$ cat config.mk
export PLATFORM = sky130hd
export DESIGN_NAME = vending_machine_multi
export DESIGN_NICKNAME = d
export VERILOG_FILES = /design/src/rtl/vending_machine_multi.sv
export SDC_FILE = /design/constraint.sdc
export NUM_CORES = 1
export LEC_CHECK = 0
export CAP_MARGIN = 15
export CORE_MARGIN = 4
export CORE_UTILIZATION = 60
export CTS_BUF_LIST = sky130_fd_sc_hd__clkbuf_2
export DETAILED_ROUTE_END_ITERATION = 16
export PLACE_DENSITY = 0.79
export SYNTH_ARGS = -nofsm -noshare
export SYNTH_HDL_FRONTEND = slang
export SYNTH_SLANG_ARGS = --single-unit
$ cat constraint.sdc
create_clock -name i_clk -period 5.9 [get_ports i_clk]
set_input_delay 0.59 -clock i_clk [delete_from_list [all_inputs] [get_ports i_clk]]
set_output_delay 0.59 -clock i_clk [all_outputs]
set_load 0.02 [all_outputs]
$ cat src/rtl/vending_machine_multi.sv
// Multi-product vending controller: programmable price/stock table, coin credit with
// overflow rejection, payment timeout, and sequenced dispense-then-change outputs.
module vending_machine_multi #(
    parameter int NUM_PRODUCTS   = 8,
    parameter int CODE_W         = 3,
    parameter int PRICE_W        = 8,
    parameter int STOCK_W        = 4,
    parameter int TIMEOUT_CYCLES = 1000
) (
    input  logic               i_clk,
    input  logic               i_rst_n,
    input  logic               i_cfg_we,
    input  logic [CODE_W-1:0]  i_cfg_code,
    input  logic [PRICE_W-1:0] i_cfg_price,
    input  logic [STOCK_W-1:0] i_cfg_stock,
    input  logic               i_start,
    input  logic               i_select_valid,
    input  logic [CODE_W-1:0]  i_product_code,
    input  logic               i_coin_valid,
    input  logic [PRICE_W-1:0] i_coin_value,
    input  logic               i_online_payment,
    input  logic               i_cancel,
    output logic [2:0]         o_state,
    output logic [PRICE_W-1:0] o_product_price,
    output logic [PRICE_W-1:0] o_credit,
    output logic               o_coin_reject,
    output logic               o_select_err,
    output logic               o_dispense_valid,
    output logic [CODE_W-1:0]  o_dispense_code,
    output logic               o_change_valid,
    output logic [PRICE_W-1:0] o_change_value
);

    typedef enum logic [2:0] {
        S_IDLE     = 3'd0,
        S_SELECT   = 3'd1,
        S_PAY      = 3'd2,
        S_DISPENSE = 3'd3,
        S_CHANGE   = 3'd4,
        S_REFUND   = 3'd5
    } state_t;

    localparam int                  TIMER_W    = $clog2(TIMEOUT_CYCLES);
    localparam logic [TIMER_W-1:0]  TIMER_LAST = TIMER_W'(TIMEOUT_CYCLES - 1);
    localparam logic [CODE_W:0]     NUM_CODES  = (CODE_W + 1)'(NUM_PRODUCTS);

    state_t               state, state_n;
    logic [PRICE_W-1:0]   price_tab [NUM_PRODUCTS];
    logic [STOCK_W-1:0]   stock_tab [NUM_PRODUCTS];

    logic [PRICE_W-1:0]   credit, credit_n;
    logic [PRICE_W-1:0]   change_amt, change_amt_n;
    logic [TIMER_W-1:0]   timer, timer_n;
    logic [CODE_W-1:0]    sel_code, sel_code_n;
    logic [PRICE_W-1:0]   sel_price, sel_price_n;

    logic                 coin_reject_n, select_err_n, dispense_valid_n, change_valid_n;
    logic [CODE_W-1:0]    dispense_code_n;
    logic [PRICE_W-1:0]   change_value_n, product_price_n;

    logic                 cfg_code_ok, sel_code_ok, sel_available;
    logic [PRICE_W:0]     coin_sum;
    logic                 coin_ok;
    logic [PRICE_W-1:0]   credit_paid;

    assign cfg_code_ok   = {1'b0, i_cfg_code} < NUM_CODES;
    assign sel_code_ok   = {1'b0, i_product_code} < NUM_CODES;
    assign sel_available = sel_code_ok && (stock_tab[i_product_code] != '0);

    // One extra bit catches credit overflow; credit_paid already includes an accepted coin.
    assign coin_sum    = {1'b0, credit} + {1'b0, i_coin_value};
    assign coin_ok     = i_coin_valid && !coin_sum[PRICE_W];
    assign credit_paid = coin_ok ? coin_sum[PRICE_W-1:0] : credit;

    assign o_state  = state;
    assign o_credit = credit;

    always_ff @(posedge i_clk) begin
        if (!i_rst_n) begin
            for (int i = 0; i < NUM_PRODUCTS; i++) begin
                price_tab[i] <= '0;
                stock_tab[i] <= '0;
            end
        end else if (state == S_IDLE && i_cfg_we && cfg_code_ok) begin
            price_tab[i_cfg_code] <= i_cfg_price;
            stock_tab[i_cfg_code] <= i_cfg_stock;
        end else if (state == S_DISPENSE) begin
            stock_tab[sel_code] <= stock_tab[sel_code] - STOCK_W'(1);
        end
    end

    always_ff @(posedge i_clk) begin
        if (!i_rst_n) begin
            state            <= S_IDLE;
            credit           <= '0;
            change_amt       <= '0;
            timer            <= '0;
            sel_code         <= '0;
            sel_price        <= '0;
            o_product_price  <= '0;
            o_coin_reject    <= 1'b0;
            o_select_err     <= 1'b0;
            o_dispense_valid <= 1'b0;
            o_dispense_code  <= '0;
            o_change_valid   <= 1'b0;
            o_change_value   <= '0;
        end else begin
            state            <= state_n;
            credit           <= credit_n;
            change_amt       <= change_amt_n;
            timer            <= timer_n;
            sel_code         <= sel_code_n;
            sel_price        <= sel_price_n;
            o_product_price  <= product_price_n;
            o_coin_reject    <= coin_reject_n;
            o_select_err     <= select_err_n;
            o_dispense_valid <= dispense_valid_n;
            o_dispense_code  <= dispense_code_n;
            o_change_valid   <= change_valid_n;
            o_change_value   <= change_value_n;
        end
    end

    // Output pulses are computed for the state being entered so they land registered in that state.
    always_comb begin
        state_n          = state;
        credit_n         = credit;
        change_amt_n     = change_amt;
        timer_n          = timer;
        sel_code_n       = sel_code;
        sel_price_n      = sel_price;
        coin_reject_n    = i_coin_valid;
        select_err_n     = 1'b0;
        dispense_valid_n = 1'b0;
        dispense_code_n  = o_dispense_code;
        change_valid_n   = 1'b0;
        change_value_n   = o_change_value;

        case (state)
            S_IDLE: begin
                if (i_start) state_n = S_SELECT;
            end
            S_SELECT: begin
                if (i_cancel) begin
                    state_n = S_IDLE;
                end else if (i_select_valid) begin
                    if (!sel_available) begin
                        select_err_n = 1'b1;
                    end else begin
                        sel_code_n  = i_product_code;
                        sel_price_n = price_tab[i_product_code];
                        timer_n     = '0;
                        state_n     = S_PAY;
                    end
                end
            end
            S_PAY: begin
                coin_reject_n = i_coin_valid && !coin_ok;
                credit_n      = credit_paid;
                timer_n       = coin_ok ? '0 : timer + TIMER_W'(1);
                if (i_cancel) begin
                    state_n        = S_REFUND;
                    change_amt_n   = credit_paid;
                    change_valid_n = (credit_paid != '0);
                    if (credit_paid != '0) change_value_n = credit_paid;
                end else if (i_online_payment || credit_paid >= sel_price) begin
                    state_n          = S_DISPENSE;
                    change_amt_n     = i_online_payment ? credit_paid : credit_paid - sel_price;
                    dispense_valid_n = 1'b1;
                    dispense_code_n  = sel_code;
                end else if (!coin_ok && timer == TIMER_LAST) begin
                    state_n        = S_REFUND;
                    change_amt_n   = credit_paid;
                    change_valid_n = (credit_paid != '0);
                    if (credit_paid != '0) change_value_n = credit_paid;
                end
            end
            S_DISPENSE: begin
                state_n        = S_CHANGE;
                change_valid_n = (change_amt != '0);
                if (change_amt != '0) change_value_n = change_amt;
            end
            S_CHANGE: begin
                credit_n = '0;
                state_n  = S_IDLE;
            end
            S_REFUND: begin
                credit_n = '0;
                state_n  = S_IDLE;
            end
            default: begin
                credit_n = '0;
                state_n  = S_IDLE;
            end
        endcase

        product_price_n = (state_n == S_PAY || state_n == S_DISPENSE || state_n == S_CHANGE)
                          ? sel_price_n : '0;
    end

endmodule

# == Word-level counts from Yosys, hierarchy flattened ==
# Memory sizes are Yosys's and may differ from the RTL's. A register that Yosys moved wholly into a read port is not among the register bits.
# Index checks and enable logic that the tools add are counted.
# word_totals
output_inout_bits,34
ff_bits,63
mem_bits_rw,96
elab_cells,121
n_memories,2
in_bits,34
# classes
reduce_logical,28
bitwise,5
n_lt_le_gt_ge,1
eq_ne,13
mux,55
addsub,4
# mem_list
name,words,width,rd,rd_clocked_by_memory_dff,write_ports,line_no,text
price_tab,8,8,1,0,8,48,logic [PRICE_W-1:0] price_tab [NUM_PRODUCTS];
stock_tab,8,4,2,1,8,49,logic [STOCK_W-1:0] stock_tab [NUM_PRODUCTS];
# ops
cell,n
8-bit 2-to-1 mux,15
10-bit 2-to-1 mux,4
3-bit 2-to-1 mux,12
8-bit one-hot mux with 2 select lines,2
10-bit one-hot mux with 2 select lines,1
1-bit 2-to-1 mux,17
8-bit nonzero test,2
3-bit by 2-bit equality test with 1-bit output (second input constant),4
3-bit one-hot mux with 4 select lines,1
4-bit AND reduction,3
4-bit OR reduction,3
10-bit by 1-bit adder with 10-bit output (second input constant),1
10-bit equality test (second input constant),1
8-bit by 8-bit adder with 9-bit output,1
8-bit >= comparator,1
4-bit 2-to-1 mux,2
8-bit OR reduction,1
8-bit subtractor,1
2-bit != test (second input constant),3
3-bit != test (second input constant),2
3-bit OR reduction,2
1-bit inverter,5
1-bit logical AND,4
2-bit AND reduction,2
other kinds (12),16

# == Logic depth before layout (Yosys ltp) ==
# Gate-level depths: netlist of run 1.
# depth
depth_word,13
ltp_mapped,18
depth_no_buf,16

# == Least setup slack after synthesis of run 1 ==
# OpenSTA, ideal clock, no wires.
# synth_timing
kind,input-to-reg
start,input i_coin_value[0]
end,register change_amt[1]
t_arrival_ns,4.673
path_stages,18
required_time_ns,5.768
setup_time_ns,0.132
setup_slack_ns,1.095
path_buffers,2
cell_sequence,ha_1 > fa_1 > a211o_1 > and2_4 > a211oi_4 > buf_4 > mux2i_1 > ha_1 > inv_1 > fa_1 > a21o_1 > a21oi_1 > o211ai_1 > and2_1 > o31a_1 > clkbuf_1 > o211ai_1 > a21oi_1
# synth_between
elab_chain_len,8
word_cells_on_any_way,15
# synth_rtl
element,line_no,text
from (decl),20,"input logic [PRICE_W-1:0] i_coin_value,"
8-bit by 8-bit adder with 9-bit output (*),71,"assign coin_sum = {1'b0, credit} + {1'b0, i_coin_value};"
1-bit zero test,72,assign coin_ok = i_coin_valid && !coin_sum[PRICE_W];
1-bit logical AND,72,
8-bit 2-to-1 mux,73,assign credit_paid = coin_ok ? coin_sum[PRICE_W-1:0] : credit;
8-bit subtractor / 8-bit >= comparator (equally long branches),"168, 166",
8-bit 2-to-1 mux / 1-bit logical OR (equally long branches),"168, 166",
8-bit 2-to-1 mux / 3-bit nonzero test (equally long branches),-,
8-bit 2-to-1 mux / 2-bit AND reduction (equally long branches),-,
to (signal assigned),110,change_amt <= change_amt_n;
to (decl),52,"logic [PRICE_W-1:0] change_amt, change_amt_n;"
# Every way passes the cells marked *; elsewhere a longest branch is shown, timed or not. The select of a mux whose other input is x is not followed.
# A chain may end at the register's enable or synchronous reset.

# == Final worst setup path of run 1 ==
# layout_timing
start,"register credit[0], in the netlist o_credit[0]"
end,register o_change_value[5]
# layout_between
elab_chain_len,10
word_cells_on_any_way,17
# layout_rtl
element,line_no,text
from (decl),51,"logic [PRICE_W-1:0] credit, credit_n;"
from (signal assigned),109,credit <= credit_n;
branches (longest 10 deep; another with 8-bit by 8-bit adder with 9-bit output),-,
to (signal assigned),120,o_change_value <= change_value_n;
to (decl),31,output logic [PRICE_W-1:0] o_change_value
# Parallel ways; which one is timed is not known. The select of a mux whose other input is x is not followed.

==> summary.txt, run 1 <==
CTS
  • Clock sink count: ~160
  • CTS tree: done
  • Num CTS Buffers: 17
  • Max H-tree Level: 4
  • Hold buffers post-CTS: 0
  • Post-CTS Repair Setup Buffers: 0
  • Clock tree buffer depth: 2
  • Reg clk slew, reported paths: ~0.2 ns
  • CTS root buf: clkbuf_2
  • Clock latency on the worst-skew pair: 0.76 ns
  • Post_cts resized: 0

Power and ir drop
  • Tot Pwr: between 2 and 2.5 mW
  • PwrDens: ~230 nW/um^2
  • Static leakage: 3.51 nW
  • Max VDD drop: roughly 0.26 mV

Route
  • Drt total wl: ~18,000 um
  • DRT iter0 DRCs: about 540
  • DR vias/cell: 5.92
  • Antenna viol nets, final: 0
  • Post-route DRC violation count: 0
  • TritonRoute pass-1 iters: 5
  • Vias: between 5,000 and 6,000
  • Wire per inst: between 15 and 20 um

Placed design
  • Placed insts: slightly below 1,000
  • IO buf count: 67
  • DPL Wire Length: ~13,000 um
  • Place WS: between 0.3 and 0.4 ns
  • RD Place Congestion: ~0.89

Global route
  • Met1 Track Usage GR: between 30% and 40%
  • Most used routing layer: met2
  • Global-route wire length before repair: a little under 30,000 um
  • Vias in the first global route: 5,803
  • GR Util All Layers: 25.1%
  • Met2 Usage GRT: between 40% and 50%
  • Initial antenna violation count: 0
  • Met3 usage: about 4.8%
  • GRT Residual Overflow: 0
  • Largest net degree at the start of global routing: 42

STA
  • Clock skew: between 0.04 and 0.05 ns
  • Count of final setup violators: 0
  • Unrepaired setup endpoints after global routing: no
  • Slew headroom: about a quarter
  • Slew Limit Fails: 0
  • Fin worst setup slack: approximately 0.91 ns
  • TNS Setup: 0 ns
  • Worst-margin pin slew: roughly 1.1 ns
  • Final hold violation count: 0
  • Fin crit period: approximately 5.0 ns
  • Period Utilization, post-route: ~85%
  • Max frequency: around 200 MHz

Die
  • Core ar.: between 10,000 and 15,000 um^2
  • Die Y: approximately 120 um
  • Die X: 124 um
  • Initial core utilization: between 60% and 70%
  • Io pins: 68
  • Die area: around 15,000 um^2
  • FP Rows: 42

Layout
  • FILL cells: about 950
  • Layout cells sized above 1: under 10%
  • Multi-input gate area: approximately 3600 um^2
  • Number of diodes: 0
  • Post-Layout Cell Count: ~1,000
  • Final #Nets: around 870
  • Register area: between 4000 and 5000 um^2
  • Layout overhead on the synthesized area: 14.0%
  • Final Core Density: between 60% and 70%

Worst hold path
  • WHS Endpoint: o_coin_reject
  • Worst Hold Launch: i_coin_valid
  • Hold Path Class: input port to flop
  • Hold path cells: 3

Synthesis
  • Ys flop type: edfxtp_1
  • Share of the yosys chip area belonging to registers: a little over half
  • Mapped cell area: roughly 8000 um^2
  • Number of synthesis warnings: 0
  • Synth Net Count: 797
  • Yosys reg bits: roughly 160
  • Gate Count Post-Synth: around 740
  • EDFF count, synth: 96
  • Avg Inst Size Synth: roughly 11 um^2
  • Post-synth ARST share: 0%
  • Post-synth cell types: 57

Worst setup path
  • Data required time of the worst path: about 6.5 ns
  • Worst-case reg-to-reg path depth: 16
  • Reg2reg end: o_change_value[5]
  • Flop2flop setup slack: 0.91 ns
  • Worst Setup End Kind: flop
  • Crit path from: o_credit[0]
  • FF-to-FF Start: o_credit[0]
  • WP data arrival: 5.61 ns
  • Crit Path Max Fanout: 9
  • Crit Path Class: flop to flop
  • Startpoint Class: flop

Run
  • Max Cap Viol: 0

Outcome
  • Status: completed
[worst max path at each step]
| stage | endpoint | slack (ns) |
|---|---|---|
| after global placement | o_change_value[3] | 0.55 |
| after CTS | o_change_value[5] | 0.96 |
| after global routing | o_change_value[7] | 0.64 |
| final | o_change_value[5] | 0.91 |
| after floorplan | change_amt[1] | 1.09 |
| after detailed placement | o_change_value[1] | 0.32 |
[flip-flops by register name, indices dropped and copies added (netlist names), named ones only]
| signal | cells |
|---|---|
| o_coin_reject | 1 |
| sel_price | 8 |
| price_tab | 64 |
| o_change_value | 8 |
| o_state | 3 |
| o_select_err | 1 |
| o_dispense_code | 3 |
| timer | 10 |
| sel_code | 3 |
| o_credit | 8 |
| o_dispense_valid | 1 |
| change_amt | 8 |
| o_change_valid | 1 |
| stock_tab | 32 |
| o_product_price | 8 |
[cell usage after synthesis (all sizes together) (6+ instances only)]
cell,instances,share of area [%]
nor2,113,5.3
edfxtp,96,36
and2,68,5.3
dfxtp,66,16
nand2,66,3.1
a21oi,42,2.6
mux2i,40,5.0
o21ai,27,1.7
mux4,26,7.3
clkbuf,22,1.0
inv,19,0.89
ha,18,2.8
a211oi,12,1.3
nor4,12,0.93
nand2b,10,0.78
buf,9,0.73
nand3,9,0.56
nor3,9,0.56
o211ai,8,0.75
nand3b,6,0.56
xor2,6,0.65
[area by class of cell]
| type | count | area share (%) |
|---|---|---|
| multi-input cells | 530 | 39.5 |
| flip-flops and latches | 162 | 45.8 |
| well taps | 176 | 2.40 |
| clock inverters | 14 | 1.85 |
| inverters | 20 | 0.818 |
| clock buffers | 18 | 0.982 |
| repair buffers | 83 | 8.62 |
[kinds of logic (layout without fill, tap and decap cells)]
group / count (synthesis) / count (layout) / share of synthesized area [%]
AND/OR/NAND/NOR: 313 / 313 / 18.7
flip-flops: 162 / 162 / 52.2
AO/OA/AOI/OAI: 118 / 118 / 9.27
adder cells (fa/ha/maj): 20 / 20 / 3.30
XOR/XNOR: 11 / 11 / 1.20
buffers and inverters: 51 / 135 / 2.69
multiplexers: 68 / 68 / 12.6
[metal layers]
layer,vias up,routed length [um]
met2,258,9240
li1,2831,-
met5,-,0
met1,2813,7350
met4,0,376
met3,32,1290
[per-stage QoR]
step | hold slack (ns) | instance area [um^2]
after floorplan | 0.438 | 8050
after detailed placement | 0.451 | 8920
after global routing | 0.381 | 9180
final | 0.425 | 9180
after global placement | 0.448 | 8920
after CTS | 0.357 | 9180
[cell usage in the layout (no fill, tap or decap), types with 12 or more instances in the layout]
master           instances
mux2i_1                 40
and2_1                  67
o21ai_1                 15
mux4_2                  26
nand2_1                 66
nor2_1                 113
inv_1                   19
buf_4                   16
nor4_1                  12
dfxtp_1                 66
o21ai_0                 12
edfxtp_1                96
a21oi_1                 42
clkbuf_2                18
clkdlybuf4s50_1         67
ha_1                    18
[critical path: stages, from the launching register on]
cell      delay (ns)
dfxtp_1         0.39
ha_1            0.23
fa_1            0.48
a211o_1         0.33
and2_4          0.17
a211oi_4        0.51
mux2i_1         0.32
ha_1            0.19
inv_1           0.06
fa_1            0.39
a21o_1          0.17
a21oi_1         0.29
o211ai_1        0.22
a211oi_1        0.35
o21ai_0         0.17
a32o_1          0.41
mux2i_1         0.18
[power by group]
group / internal (mW) / switching [mW] / leakage [nW]
Clock: 0.245 / 0.402 / 0.159
Combinational: 0.112 / 0.145 / 1.82
Sequential: 1.23 / 0.0182 / 1.53
Note: power is estimated with default switching activity, not from simulation.
==> run 2, diff against run 1 <==
==> constraint.sdc (replaced) <==
create_clock -name i_clk -period 4.6 [get_ports i_clk]
set_input_delay 0.46 -clock i_clk [delete_from_list [all_inputs] [get_ports i_clk]]
set_output_delay 0.46 -clock i_clk [all_outputs]
set_load 0.02 [all_outputs]
==> run 2 against run 1 <==
  * Fmax rose by 16%
  * Cell count rose by 4.0%
  * Power rose by 30%
  * Non-clock buffer count rose by 40
  * Sequential share of layout area fell by 1.6 points
  * Setup slack got worse by 0.61 ns
  * Clock skew fell by 0.012 ns
  * Global-route usage rose by 1.4 points
  * Sequential power rose by 28%
  * Critical path type unchanged
  * Largest cell class unchanged
  * Largest power group unchanged
==> summary.txt, run 2 (synthesis gave the netlist of run 1 again) <==
Outcome
  • Status: completed (unchanged)

Layout
  • Design area: 9510 um^2 (was 9180 um^2)
  • Multi-input gate area: 3640 um^2 (was 3630 um^2)
  • Leading cell type in the layout, fill and taps excluded: nor2_1 (unchanged)
  • Highest-count cells in the layout ignoring fill and taps: nor2_1, edfxtp_1, and2_1, clkdlybuf4s50_1 (unchanged)
  • Layout cells sized above 1: 14.6% (was 9.79%)
  • Post-Layout Cell Count: 1,043 (was 1,003)
  • Register area: 4200 um^2 (unchanged)
  • Final #Nets: 908 (was 868)
  • Number of diodes: 0 (unchanged)
  • Largest register FFs: 64 (unchanged)
  • Final Core Density: 72.1% (was 69.6%)
  • FILL cells: 938 (was 948)
  • Regs by FF count: price_tab x64, stock_tab x32, timer x10 (unchanged)
  • Layout overhead on the synthesized area: 18.2% (was 14.0%)
  • Largest register by flop count: price_tab (unchanged)

Placed design
  • IO buf count: 67 (unchanged)
  • DPL Wire Length: 14,400 um (was 13,400 um)
  • Placed insts: 1,011 (was 971)
  • Place WS: -0.507 ns (was 0.320 ns)
  • RD Place Congestion: 0.933 (was 0.891)
  • Placed cell areas: 9220 um^2 (was 8920 um^2)

Worst hold path
  • Hold Path Class: input port to flop (unchanged)

Worst setup path
  • Data required time of the worst path: 5.23 ns (was 6.51 ns)
  • WP data arrival: 4.93 ns (was 5.61 ns)
  • Crit path cell chain: ha_1 > fa_1 > a211o_1 > and2_4 > a211oi_4 > mux2i_2 > ha_1 > inv_1 > fa_1 > a21o_1 > a21oi_2 > o211ai_1 > a211oi_1 > o21ai_0 > a32o_2 > mux2i_1 (was ha_1 > fa_1 > a211o_1 > and2_4 > a211oi_4 > mux2i_1 > ha_1 > inv_1 > fa_1 > a21o_1 > a21oi_1 > o211ai_1 > a211oi_1 > o21ai_0 > a32o_1 > mux2i_1)
  • Worst Setup End Kind: flop (unchanged)
  • Crit Path Class: flop to flop (unchanged)
  • Slowest CP cell: fa_1 (was a211oi_4)
  • Crit path max-delay family: compound AO/OA/AOI/OAI gates (unchanged)
  • Slowest stage delay, CP: 0.39 ns (was 0.51 ns)
  • Crit Path Max Fanout: 9 (unchanged)
  • Crit path buf inv count: 1 (unchanged)
  • Startpoint Class: flop (unchanged)

Route
  • Antenna viol nets, final: 0 (unchanged)
  • DR WL met3: 1200 um (was 1290 um)
  • Post-route DRC violation count: 0 (unchanged)
  • Wire per inst: 18.5 um (was 18.2 um)
  • Vias: 6,159 (was 5,934)
  • TritonRoute pass-1 iters: 5 (unchanged)
  • DR vias/cell: 5.91 (was 5.92)
  • Met2 wire length: 9800 um (was 9240 um)
  • Top sig layer: met4 (unchanged)
  • Drt total wl: 19,300 um (was 18,300 um)
  • Wl on met1: 7800 um (was 7350 um)
  • DRT iter0 DRCs: 629 (was 538)

STA
  • Fin worst setup slack: 0.293 ns (was 0.908 ns)
  • Unrepaired setup endpoints after global routing: yes (was no)
  • Count of final setup violators: 0 (unchanged)
  • Period Utilization, post-route: 93.6% (was 84.6%)
  • Worst-margin pin slew: 1.09 ns (was 1.11 ns)
  • Final hold violation count: 0 (unchanged)
  • Max frequency: 232 MHz (was 200 MHz)
  • Slew headroom: 26.9% (was 25.7%)
  • Clock skew: 0.0331 ns (was 0.0455 ns)
  • Slew Limit Fails: 0 (unchanged)
  • Fin crit period: 4.31 ns (was 4.99 ns)

Global route
  • Largest net degree at the start of global routing: 41 (was 42)
  • GRT Residual Overflow: 0 (unchanged)
  • Initial antenna violation count: 0 (unchanged)
  • Global-route wire length before repair: 30,800 um (was 29,200 um)
  • Vias in the first global route: 6,097 (was 5,803)
  • GR Util All Layers: 26.4% (was 25.1%)

CTS
  • Reg clk slew, reported paths: 0.22 ns (was 0.20 ns)
  • CTS root buf: clkbuf_2 (unchanged)
  • Num CTS Buffers: 17 (unchanged)
  • Clock tree buffer depth: 2 (unchanged)
  • Clock sink count: 162 (unchanged)
  • Clock latency on the worst-skew pair: 0.74 ns (was 0.76 ns)
  • CTS tree: done (unchanged)
  • Max H-tree Level: 4 (unchanged)

Power and ir drop
  • Psw: 0.742 mW (was 0.566 mW)
  • Static leakage: 3.71 nW (was 3.51 nW)
  • Gate power share: 13.1% (was 11.9%)
  • Seq pwr share: 57.2% (was 58.0%)
  • PwrDens: 295 nW/um^2 (was 235 nW/um^2)
  • Sw frac: 26.5% (was 26.3%)
  • Cell Int Power: 2.06 mW (was 1.59 mW)
  • Max VDD drop: 0.236 mV (was 0.262 mV)
  • Clock Power Share: 29.7% (was 30.1%)

Die
  • Die Y: 124 um (unchanged)
  • Die X: 124 um (unchanged)
  • Die area: 15,300 um^2 (unchanged)
  • Io pins: 68 (unchanged)
  • FP Rows: 42 (unchanged)
  • Initial core utilization: 61.0% (unchanged)
  • Core ar.: 13,200 um^2 (unchanged)

Run
  • Max Cap Viol: 0 (unchanged)
## run 2: cell types whose count changed in the layout (fill, tap and decap cells not counted), moves of 2 or more
cell / delta
buf_4: +39
clkinv_2: +3
clkinv_4: +6
inv_4: -4
inv_6: -4
mux2i_1: -2
mux2i_2: +2
## run 2: worst paths after layout
check	startpoint	endpoint	slack, ns	cells after the start
setup / recovery	o_credit[0]	o_change_value[0]	0.29	16
hold / removal	i_coin_valid	o_coin_reject	0.29	3
hold reg to reg	o_change_value[1]	o_change_value[1]	0.48	2
setup reg to reg	o_credit[0]	o_change_value[0]	0.29	16
## run 2: cell type report
| cell class | count | share of cell area [%] |
|---|---|---|
| well taps | 176 | 2.32 |
| flip-flops and latches | 162 | 44.2 |
| inverters | 20 | 0.790 |
| clock buffers | 17 | 0.895 |
| repair buffers | 123 | 11.5 |
| clock inverters | 15 | 1.95 |
| multi-input cells | 530 | 38.3 |
## run 2: layer usage
metal	track usage (%)	vias up
li1	-	2909
met1	33.6	2954
met2	45.8	255
met3	4.72	41
met4	9.00	0
met5	0	-
## run 2: what timing repair did
action                                  in CTS  in global routing
resized for setup                            0                  5
setup buffers                                0                  0
endpoints found under the setup margin       0                 26
hold buffers                                 0                  0
## run 2: tightest hold or removal path, delay by kind of cell
family                 cells  cell delay (ns)
AO/OA/AOI/OAI              1             0.04
buffers and inverters      1             0.43
AND/OR/NAND/NOR            1             0.07
## run 2: per-stage QoR
stage / power [mW] / hold slack [ns] / setup TNS (ns)
after floorplan: 1.84 / 0.438 / 0
after global placement: 1.98 / 0.450 / -7.73
after detailed placement: 1.99 / 0.459 / -11.40
after CTS: 2.81 / 0.200 / 0
after global routing: 2.91 / 0.230 / -0.298
final: 2.80 / 0.285 / 0
## run 2: power groups by stage
stage / Combinational, mW / Clock (mW) / Sequential, mW
final: 0.367 / 0.833 / 1.60
after global routing: 0.399 / 0.903 / 1.61
after CTS: 0.363 / 0.842 / 1.60
after detailed placement: 0.360 / 0 / 1.63
after global placement: 0.351 / 0 / 1.63
after floorplan: 0.213 / 0 / 1.63
